===== config.mk =====
export PLATFORM = sky130hd
export DESIGN_NAME = cdb_arbiter
export DESIGN_NICKNAME = d
export VERILOG_FILES = /design/src/rtl/cdb_arbiter.sv
export SDC_FILE = /design/constraint.sdc
export NUM_CORES = 1
export LEC_CHECK = 0
export ABC_AREA = 1
export CORE_MARGIN = 2
export CORE_UTILIZATION = 53
export CTS_CLUSTER_DIAMETER = 120
export DETAILED_ROUTE_END_ITERATION = 16
export PLACE_DENSITY = 0.79
export SETUP_SLACK_MARGIN = 0.1
export SYNTH_ARGS = -nofsm -noshare
export SYNTH_HDL_FRONTEND = slang
export SYNTH_SLANG_ARGS = --single-unit

===== constraint.sdc =====
create_clock -name clk -period 3.6 [get_ports clk]
set_input_delay 0.72 -clock clk [delete_from_list [all_inputs] [get_ports clk]]
set_output_delay 0.72 -clock clk [all_outputs]
set_load 0.02 [all_outputs]

===== src/rtl/cdb_arbiter.sv =====
// cdb_arbiter: per-source result FIFOs feeding a round-robin common data bus broadcaster
module cdb_arbiter #(
  parameter int NUM_SRC   = 2,
  parameter int TAG_W     = 5,
  parameter int DATA_W    = 32,
  parameter int BUF_DEPTH = 2,
  parameter int SRC_W     = $clog2(NUM_SRC)
) (
  input  logic                        clk,
  input  logic                        rst_n,
  input  logic                        flush,
  input  logic [NUM_SRC-1:0]          src_valid,
  output logic [NUM_SRC-1:0]          src_ready,
  input  logic [NUM_SRC*TAG_W-1:0]    src_tag,
  input  logic [NUM_SRC*DATA_W-1:0]   src_data,
  output logic                        cdb_valid,
  output logic [TAG_W-1:0]            cdb_tag,
  output logic [DATA_W-1:0]           cdb_data,
  output logic [SRC_W-1:0]            cdb_src,
  output logic [15:0]                 drop_cnt
);
  localparam int CNT_W = $clog2(BUF_DEPTH + 1);
  localparam int PTR_W = BUF_DEPTH > 1 ? $clog2(BUF_DEPTH) : 1;
  localparam int ENT_W = TAG_W + DATA_W;
  logic [ENT_W-1:0] mem [NUM_SRC][BUF_DEPTH];
  logic [CNT_W-1:0] count [NUM_SRC];
  logic [PTR_W-1:0] wr_ptr [NUM_SRC];
  logic [PTR_W-1:0] rd_ptr [NUM_SRC];
  logic [SRC_W-1:0] last_grant, win, cand;
  logic found;
  logic [NUM_SRC-1:0] push, pop;
  logic [ENT_W-1:0] head;
  logic [16:0] drop_sum;
  function automatic logic [PTR_W-1:0] nxt(input logic [PTR_W-1:0] p);
    return p == PTR_W'(BUF_DEPTH - 1) ? '0 : p + PTR_W'(1);
  endfunction
  // Ready comes only from the registered count, so a full FIFO never accepts even when popping
  always_comb begin
    src_ready = '0;
    push = '0;
    drop_sum = {1'b0, drop_cnt};
    for (int i = 0; i < NUM_SRC; i++) begin
      src_ready[i] = count[i] < CNT_W'(BUF_DEPTH);
      push[i] = src_valid[i] & src_ready[i] & ~flush;
      drop_sum = drop_sum + 17'(src_valid[i] & ~src_ready[i]);
    end
  end
  // Round-robin pick: first non-empty FIFO after the last winner, wrapping
  always_comb begin
    found = 1'b0;
    win = '0;
    cand = '0;
    for (int k = 1; k <= NUM_SRC; k++) begin
      cand = SRC_W'((int'(last_grant) + k) % NUM_SRC);
      if (!found && count[cand] != '0) begin
        found = 1'b1;
        win = cand;
      end
    end
    pop = found ? NUM_SRC'(1) << win : '0;
    head = found ? mem[win][rd_ptr[win]] : '0;
  end
  // FIFO storage needs no reset; occupancy is tracked by count
  always_ff @(posedge clk) begin
    for (int i = 0; i < NUM_SRC; i++)
      if (push[i]) mem[i][wr_ptr[i]] <= {src_tag[i*TAG_W +: TAG_W], src_data[i*DATA_W +: DATA_W]};
  end
  // FIFO control, grant pointer and registered broadcast; flush mirrors reset except drop_cnt
  always_ff @(posedge clk) begin
    if (!rst_n || flush) begin
      for (int i = 0; i < NUM_SRC; i++) begin
        count[i] <= '0;
        wr_ptr[i] <= '0;
        rd_ptr[i] <= '0;
      end
      last_grant <= SRC_W'(NUM_SRC - 1);
      cdb_valid <= 1'b0;
      cdb_tag <= '0;
      cdb_data <= '0;
      cdb_src <= '0;
    end else begin
      for (int i = 0; i < NUM_SRC; i++) begin
        count[i] <= count[i] + CNT_W'(push[i]) - CNT_W'(pop[i]);
        if (push[i]) wr_ptr[i] <= nxt(wr_ptr[i]);
        if (pop[i]) rd_ptr[i] <= nxt(rd_ptr[i]);
      end
      if (found) last_grant <= win;
      cdb_valid <= found;
      cdb_tag <= head[ENT_W-1 -: TAG_W];
      cdb_data <= head[DATA_W-1:0];
      cdb_src <= win;
    end
  end
  // Saturating count of producers that asserted valid into a full FIFO
  always_ff @(posedge clk) begin
    if (!rst_n) drop_cnt <= '0;
    else drop_cnt <= drop_sum[16] ? 16'hFFFF : drop_sum[15:0];
  end
endmodule


==> flow_summary_export.csv <==
group,metric,value,unit
worst_setup_path,worstPathArrival,2.95,ns
timing,slew-limit-headroom,0.429,
clocking,cts_setup_buffers,0,
clocking,cts_made_buffers,22,
timing,final-hold-violation-count,0,
worst_setup_path,cp_slowest_cell,"nand2_2",
worst_setup_path,crit_type,"reg2reg",
floorplan,io_pins,136,
yosys,synth_top_area_share,0.553,
clocking,path_clk_slew,0.06,ns
place,hpwl,10900,um
yosys,synthCells,749,
timing,finClkSkew,0.0201,ns
floorplan,core,15200,sq um
yosys,synth_top_area_cell,"edfxtp_1",
worst_setup_path,slowest_delay,0.68,ns
worst_setup_path,crit_cells,7,
routing,routed_wl,17700,um
place,io_buffers,135,
timing,setup_violations,0,
timing,max_freq,0.391,GHz
routing,vias,5759,
worst_setup_path,reg2reg_depth,7,
clocking,clk_latency,0.50,ns
worst_setup_path,timing.rr.start,"count[0][1]",
timing,grt_setup_unrepaired,"false",
grt,grt_pass1_wl,27400,um
power_and_ir_drop,ir_drop,0.000447,V
clocking,ctsHtreeMaxLevel,1,
finish,area_growth,27.5,%
place,gp_congestion,0.823,
grt,antenna_found_initial,0,
clocking,clock_path_buffers,3,
min_path,hold_path_class,"reg2reg",
routing,drt_drc_violations_left,0,
finish,fillerInstances,1110,
worst_setup_path,cp-end-kind,"flop",
timing,fin_setup_tns,0,ns
grt,grt_max_degree,79,
yosys,synthTopCellsByArea,"edfxtp_1 55%, dfxtp_1 15%, nand2_1 12%",
yosys,ys_warn_count,0,
floorplan,start_util,0.543,
power_and_ir_drop,leakagePower,4.03,nW
floorplan,die_h,129,um
finish,final_net_count,966,
timing,fin_crit_sh,0.710,
worst_setup_path,critical_path.top_delay_family,"simple AND/OR/NAND/NOR gates",
yosys,synthesis.area,8250,sq um
grt,grt_overflow_total,0,
floorplan,rows,45,
yosys,syn_avg_cell_area,11.0,sq um
yosys,synth_nets,833,
yosys,ys_types,31,
grt,grt_usage,0.213,
finish,diodes,0,
floorplan,die_x,129,um
yosys,ys_ff_latch,213,
status,outcome,"finished, final reports clean",
worst_setup_path,crit_buf_inv,1,
worst_setup_path,worstReg2RegEnd,"cdb_data[3]",
worst_setup_path,worstSetupStartpointType,"flop",
worst_setup_path,crit_path_max_fanout,77,
power_and_ir_drop,p_per_area,577,nW/um^2
clocking,cts_tree,"done",
routing,drt_iter0_drc,429,
clocking,hold_buffers,0,
power_and_ir_drop,power.total,6.07,mW
clocking,cts-root-buf,"clkbuf_16",
worst_setup_path,cp-endpoint,"cdb_data[3]",
worst_setup_path,startpoint,"count[0][1]",
timing,whs,0.544,ns
finish,drive_above_1_share,0.0668,
flow_run,drv_cap,0,
worst_setup_path,reg2reg_slack,1.05,ns
worst_setup_path,crit_required,3.99,ns
min_path,holdCritStartpoint,"drop_cnt[12]",
yosys,seq_area_frac_synth,0.701,
routing,ant_nets,0,
timing,finalMaxSlewViolations,0,
clocking,postCtsResizedCells,0,
routing,routedWlPerCell,16.3,um
floorplan,dieArea,16600,sq um
clocking,clkSinkCount,213,
worst_setup_path,crit_path_cell_trace,"nor2_1 > nand3_4 > buf_4 > nand3_1 > nand2_2 > nand2_1 > a21oi_1",
routing,post_drt_via_cell_ratio,5.30,
timing,worst_slew_pin_slew,0.853,ns
routing,firstDrtPassIters,5,
finish,final_util,0.692,
timing,period_needed,2.55,ns
grt,grt_pass1_vias,5604,
flip-flops by register name, summed over array words and instances (netlist names), named ones only:
register and flops:
drop_cnt 16, cdb_data 32, mem 148, last_grant 1
count 4, rd_ptr 2, cdb_tag 5, cdb_valid 1
wr_ptr 2, cdb_src 1
cells in the mapped netlist, drive strengths merged:
cell	instances
nand2	268
buf	27
o211ai	2
dfxtp	61
nand3b	1
o21ai	5
nor2	23
edfxtp	152
xnor2	5
clkbuf	9
nor3	4
fa	1
a31oi	1
xor2	4
or2	1
nand3	92
nand4	4
and2	1
ha	4
inv	34
a21oi	50
report_power, final:
part / switching [mW] / leakage (nW) / internal (mW)
clock: 0.878 / 0.375 / 1.44
sequential: 0.0397 / 1.90 / 2.76
combinational: 0.610 / 1.76 / 0.338
total: 1.53 / 4.03 / 4.54
cells by family after synthesis:
logic type / Yosys count / share of synthesized area
and+or+nand+nor: 394 / 0.203
DFF: 213 / 0.701
buffers and inverters: 70 / 0.0420
AOI/OAI and AO/OA: 58 / 0.0360
xor gates and xnor gates: 9 / 0.00956
adders and majority gates: 5 / 0.00850
worst register-to-register path, delay by kind of cell, from the launching register on:
kind	cells	cell delay, ns
buf+inv	1	0.64
simple gates	5	1.22
compound gates	1	0.21
flops	1	0.41
layout make-up:
type                       count  area (sq um)  share of cell area
clock buffer                  30           632              0.0601
clock inverter                10           126              0.0120
inverter                      34           128              0.0121
multi-input combinational    466          2160               0.205
sequential                   213          5790               0.550
tap                          188           235              0.0224
timing repair buffer         145          1450               0.138
worst min-delay path by stage:
stage / slack (ns) / to / cells past startpoint
6_report: 0.54 / drop_cnt[12] / 2
5_1_grt: 0.56 / drop_cnt[12] / 2
4_1_cts: 0.54 / drop_cnt[12] / 2
3_5_place_dp: 0.53 / drop_cnt[12] / 2
3_3_place_gp: 0.54 / drop_cnt[12] / 2
2_1_floorplan: 0.53 / count[0][1] / 3
metal layers:
layer	wire, um	global-route usage	up-vias
li1	-	-	2797
met1	7030	0.263	2709
met2	9170	0.388	216
met3	1160	0.0333	37
met4	365	0.0652	0
met5	0	0	-
cell usage in the layout, fill, tap and decap left out, types with 5 or more instances in the layout:
cell type | synthesis | final
nand2_1 | 263 | 263
edfxtp_1 | 152 | 152
clkdlybuf4s50_1 | 0 | 135
nand3_1 | 91 | 91
dfxtp_1 | 61 | 61
a21oi_1 | 50 | 50
inv_1 | 32 | 32
clkbuf_16 | 0 | 23
nor2_1 | 22 | 18
buf_4 | 8 | 8
xnor2_1 | 5 | 5
per-stage QoR:
stage               instance area [sq um]  setup WS (ns)  cells
floorplan                            8250          0.684    749
global placement                     9760          0.720   1046
detailed placement                   9760          0.650   1046
CTS                                 10500           1.05   1086
global route                        10500          0.748   1086
finish                              10500           1.05   1086
No activity file was read; power rests on OpenSTA's default activity.
